===== config.mk =====
export PLATFORM = sky130hd
export DESIGN_NAME = reg_op_sequencer
export DESIGN_NICKNAME = d
export VERILOG_FILES = /design/src/rtl/reg_seq_pkg.sv /design/src/rtl/reg_op_sequencer.sv
export SDC_FILE = /design/constraint.sdc
export NUM_CORES = 1
export LEC_CHECK = 0
export ABC_CLOCK_PERIOD_IN_PS = 1800
export CORE_ASPECT_RATIO = 0.7
export CORE_MARGIN = 2
export CORE_UTILIZATION = 39
export DETAILED_ROUTE_END_ITERATION = 8
export GPL_TIMING_DRIVEN = 0
export PLACE_DENSITY = 0.78
export SLEW_MARGIN = 20
export SYNTH_ARGS = -nofsm -noshare
export SYNTH_HDL_FRONTEND = slang
export SYNTH_SLANG_ARGS = --single-unit

===== constraint.sdc =====
create_clock -name Clock -period 1.8 [get_ports Clock]
set_input_delay 0.36 -clock Clock [delete_from_list [all_inputs] [get_ports Clock]]
set_output_delay 0.36 -clock Clock [all_outputs]
set_load 0.02 [all_outputs]

===== src/rtl/reg_seq_pkg.sv =====
// Shared definitions for the FunSel register-operation sequencer:
// FunSel command encodings, request opcodes, sequencer states and
// small decode helpers used by the sequencer.
package reg_seq_pkg;

  localparam logic [1:0] FS_DEC  = 2'b00;
  localparam logic [1:0] FS_INC  = 2'b01;
  localparam logic [1:0] FS_LOAD = 2'b10;
  localparam logic [1:0] FS_CLR  = 2'b11;

  typedef enum logic [2:0] {
    OP_DEC   = 3'b000,
    OP_INC   = 3'b001,
    OP_LOAD  = 3'b010,
    OP_CLEAR = 3'b011,
    OP_ADDK  = 3'b100,
    OP_SUBK  = 3'b101,
    OP_COPY  = 3'b110,
    OP_RSVD  = 3'b111
  } req_op_t;

  typedef enum logic [1:0] {
    IDLE   = 2'b00,
    WRITE  = 2'b01,
    SAMPLE = 2'b10
  } seq_state_t;

  // Number of register write cycles an operation expands into.
  function automatic logic [7:0] step_count(input req_op_t op, input logic [7:0] count);
    case (op)
      OP_ADDK, OP_SUBK: step_count = count;
      OP_RSVD:          step_count = 8'd0;
      default:          step_count = 8'd1;
    endcase
  endfunction

  // FunSel command issued on every write cycle of an operation.
  function automatic logic [1:0] op_funsel(input req_op_t op);
    case (op)
      OP_DEC:   op_funsel = FS_DEC;
      OP_INC:   op_funsel = FS_INC;
      OP_LOAD:  op_funsel = FS_LOAD;
      OP_CLEAR: op_funsel = FS_CLR;
      OP_ADDK:  op_funsel = FS_INC;
      OP_SUBK:  op_funsel = FS_DEC;
      OP_COPY:  op_funsel = FS_LOAD;
      default:  op_funsel = FS_DEC;
    endcase
  endfunction

endpackage


===== src/rtl/reg_op_sequencer.sv =====
// reg_op_sequencer: command-side master for a bank of NREG FunSel registers.
// Accepts one register operation per valid/ready handshake, expands it into
// per-cycle E/FunSel/I commands, then samples the target Q back and returns
// it with a one-cycle Done pulse.
// Ports:
//   Clock, Reset            - clock, synchronous active-high reset
//   ReqValid/ReqReady       - request handshake (ReqReady high only in IDLE)
//   ReqReg, ReqSrc, ReqOp   - target index, COPY source index, opcode
//   ReqData                 - LOAD value; ADDK/SUBK count in [7:0]
//   QBus                    - {Q[NREG-1],...,Q0} from the register bank
//   E, FunSel, I            - registered register-bank command lines
//   Done, Result, Error     - completion pulse, target Q, reserved-op flag
module reg_op_sequencer
  import reg_seq_pkg::*;
#(
  parameter int WIDTH = 16,
  parameter int NREG  = 4
) (
  input  logic                    Clock,
  input  logic                    Reset,
  input  logic                    ReqValid,
  output logic                    ReqReady,
  input  logic [1:0]              ReqReg,
  input  logic [1:0]              ReqSrc,
  input  logic [2:0]              ReqOp,
  input  logic [WIDTH-1:0]        ReqData,
  input  logic [NREG*WIDTH-1:0]   QBus,
  output logic [NREG-1:0]         E,
  output logic [1:0]              FunSel,
  output logic [WIDTH-1:0]        I,
  output logic                    Done,
  output logic [WIDTH-1:0]        Result,
  output logic                    Error
);

  seq_state_t       state;
  req_op_t          op_q;
  logic [1:0]       reg_q;
  logic [7:0]       cnt_q;

  req_op_t          req_op;
  logic [7:0]       req_k;
  logic             accept;
  logic [NREG-1:0]  onehot;
  logic [WIDTH-1:0] q [NREG];

  always_comb begin
    for (int unsigned i = 0; i < NREG; i++) begin
      q[i] = QBus[i*WIDTH +: WIDTH];
    end
  end

  assign ReqReady = (state == IDLE);
  assign accept   = ReqValid && ReqReady;
  assign req_op   = req_op_t'(ReqOp);
  assign req_k    = step_count(req_op, ReqData[7:0]);
  assign onehot   = NREG'(1) << ReqReg;

  always_ff @(posedge Clock) begin
    if (Reset) begin
      state  <= IDLE;
      op_q   <= OP_DEC;
      reg_q  <= '0;
      cnt_q  <= '0;
      E      <= '0;
      FunSel <= FS_DEC;
      I      <= '0;
      Done   <= 1'b0;
      Result <= '0;
      Error  <= 1'b0;
    end else begin
      Done  <= 1'b0;
      Error <= 1'b0;
      case (state)
        IDLE: begin
          if (accept) begin
            op_q  <= req_op;
            reg_q <= ReqReg;
            cnt_q <= req_k;
            // Command lines are loaded at acceptance so the first write
            // cycle is the cycle right after the handshake.
            if (req_k != 8'd0) begin
              state  <= WRITE;
              E      <= onehot;
              FunSel <= op_funsel(req_op);
              if (req_op == OP_LOAD) begin
                I <= ReqData;
              end else if (req_op == OP_COPY) begin
                I <= q[ReqSrc];
              end
            end else begin
              state <= SAMPLE;
            end
          end
        end
        WRITE: begin
          cnt_q <= cnt_q - 8'd1;
          if (cnt_q == 8'd1) begin
            state <= SAMPLE;
            E     <= '0;
          end
        end
        SAMPLE: begin
          Result <= q[reg_q];
          Done   <= 1'b1;
          Error  <= (op_q == OP_RSVD);
          state  <= IDLE;
        end
        default: state <= IDLE;
      endcase
    end
  end

endmodule


==> metrics <==
TritonCTS Buffers=5; Mapped Nets=427; kind of critical path=register to register; final setup skew=0.00519 ns; number of synthesized flops with an enable pin=0; final wirelength=10.0 mm; total core area=7840 um2; global-route wire length before repair=15.7 mm; RSZ-0062 raised after global routing=yes; top_reg_cell synth=dfxtp_1; Cells after Synth=335; PD cells=735 nW/um2; routed vias=3150; GRT overflow=0; top-count cell post-synth=nand2_1; clock latency on the worst-skew pair=0.29 ns; n_diodes=0; worst hold slack=0.429 ns; Yosys Warn Count=0; crit path capture type=register; crit-path max FO=4; commonest cells in the netlist=nand2_1, dfxtp_1, nor2_1; first drt pass iteration count=5; initial antenna violation count=0; antenna viol nets, final=0; number of synthesized register bits=55; failing checks=negative setup slack; Fin. Hold Viols=0; Cell variety after synth=41; CTS Sinks=55; Synth async-reset ratio=0; WP data required=2.03 ns; GP Congestion=0.852; Row Count=27; total power draw=0.00350 W; smallest setup slack after layout=-0.00569 ns; Die ar.=8790 um2; Hold Path Class=input port to register; Max clock buf depth=2; static power due to leakage=1.69 nW; Synth area leaders=dfxtp_1, mux4_2, nand2_1; Layout area overhead=51.9%; Synth Cell Area=3140 um2; initial drt markers=215; relative slew slack=0.637; post-cts hold buffer count=0; Root Buffer Master=clkbuf_16; Cells after DPL=563; Die Y=79.1 um; peak supply drop=0.691 mV; area leader, netlist=dfxtp_1; Worst EP arrival=2.03 ns; Initial Utilization=0.401; die width=111 um; Total Nets Final=560; layout cells sized above 1=0.158; vias in the first global route=3081; final cell count without fillers=570; Worst-Margin Slew=0.544 ns; Total Routing Usage GR=0.224; CTS tree=built; Startpoint Class=register; Synth Area per Inst=9.37 um2; H-tree levels=2; post-synthesis sequential area ratio=0.351; fillers=662; clock-pin slew on the worst setup and hold paths=0.08 ns; vias per cell=5.53; max cap viols=0; outcome=finished with violations; Synth top area share=0.351; final worst-path cycle share=1.00; Final min period=1.81 ns; dpl hpwl=7.89 mm; pin count of the biggest net entering global routing=21; endpoints failing setup=4; I/O Buffers=127; FMAX=554 MHz; DRC Markers=0; routed length per placed instance=17.5 um; Max Slew Vio Count=0; I/O pin count=131; post-layout util=0.608
==> cells in the final DEF (no fill, tap or decap), types with 5 or more instances in the layout <==
| cell | synthesis | routed |
|---|---|---|
| a311oi_1 | 16 | 16 |
| nand2b_1 | 8 | 7 |
| clkbuf_16 | 0 | 5 |
| buf_2 | 7 | 6 |
| nand2_1 | 80 | 79 |
| a21oi_1 | 28 | 28 |
| nor2_1 | 33 | 31 |
| dfxtp_1 | 55 | 53 |
| clkdlybuf4s50_1 | 0 | 125 |
| mux2i_1 | 5 | 5 |
| inv_1 | 6 | 6 |
| clkbuf_2 | 0 | 5 |
| mux4_2 | 32 | 32 |
| clkbuf_1 | 19 | 9 |
==> sequential cells by signal, indices dropped and copies added (netlist names), 2 cells and up <==
| name | flops |
|---|---|
| Result | 16 |
| E | 4 |
| I | 16 |
| reg_q | 2 |
| state | 2 |
| cnt_q | 8 |
| op_q | 3 |
| FunSel | 2 |
==> layout make-up <==
| class | count | area [um2] | share of cell area |
|---|---|---|---|
| Multi-Input combinational cell | 247 | 1950 | 0.408 |
| Timing Repair Buffer | 130 | 1290 | 0.272 |
| Sequential cell | 55 | 1110 | 0.232 |
| Tap cell | 101 | 126 | 0.0265 |
| Clock buffer | 5 | 125 | 0.0262 |
| Buffer | 23 | 111 | 0.0234 |
| Clock inverter | 3 | 33.8 | 0.00709 |
| Inverter | 6 | 22.5 | 0.00472 |
==> through the flow <==
| step | instance area, um2 | TNS, ns | setup slack [ns] |
|---|---|---|---|
| after floorplan | 3140 | 0 | 0.0788 |
| after global placement | 4540 | -13.35 | -0.576 |
| after detailed placement | 4540 | -14.19 | -0.614 |
| after CTS | 4750 | -0.00593 | -0.00297 |
| after global routing | 4770 | -0.299 | -0.0778 |
| final | 4770 | -0.0142 | -0.00569 |
==> what timing repair did <==
action | in CTS | in global routing
buffers inserted | 3 | 0
pin swaps | 0 | 2
endpoints found under the setup margin | 31 | 32
resized for setup | 16 | 11
==> logic make-up after synthesis <==
logic type                 Yosys count  share of synthesized area
buffers and inverters               33                     0.0422
adders and majority gates            2                    0.00797
xor gates and xnor gates             4                     0.0112
DFF                                 55                      0.351
AOI/OAI and AO/OA                   59                      0.139
muxes                               38                      0.249
and+or+nand+nor                    144                      0.200
==> where the power goes <==
group / total [W] / switching (W) / internal [W]
Combinational: 0.00110 / 0.000511 / 0.000585
Sequential: 0.00138 / 0.0000773 / 0.00130
Clock: 0.00103 / 0.000493 / 0.000537
Total: 0.00350 / 0.00108 / 0.00242
==> path summary, 6_finish.rpt <==
path / endpoint / start / slack, ns / cells after the start
worst max-delay path: E[3]$_SDFFE_PP0P_ / cnt_q[2]$_SDFFE_PP0P_ / -0.006 / 5
worst min-delay path: op_q[0]$_SDFFE_PP0P_ / ReqOp[0] / 0.43 / 3
worst max register to register: E[3]$_SDFFE_PP0P_ / cnt_q[2]$_SDFFE_PP0P_ / -0.006 / 5
worst min register to register: op_q[0]$_SDFFE_PP0P_ / op_q[0]$_SDFFE_PP0P_ / 0.45 / 2
==> per-layer routing <==
| metal | share of wire | wire length, um | track usage | up-vias |
|---|---|---|---|---|
| met5 | 0 | 0 | 0 | - |
| met4 | 0.011 | 112 | 0.0395 | 0 |
| met3 | 0.096 | 961 | 0.0649 | 10 |
| met2 | 0.46 | 4570 | 0.355 | 145 |
| met1 | 0.44 | 4360 | 0.311 | 1512 |
| li1 | - | - | - | 1483 |
==> worst max-delay path, stage by stage (launching register included) <==
cell and delay [ns]:
dfxtp_4 0.35, or4_4 0.57, o41ai_4 0.27, nand2b_2 0.13, a21oi_4 0.21, mux2i_1 0.21
No activity file was read; power rests on OpenSTA's default activity.
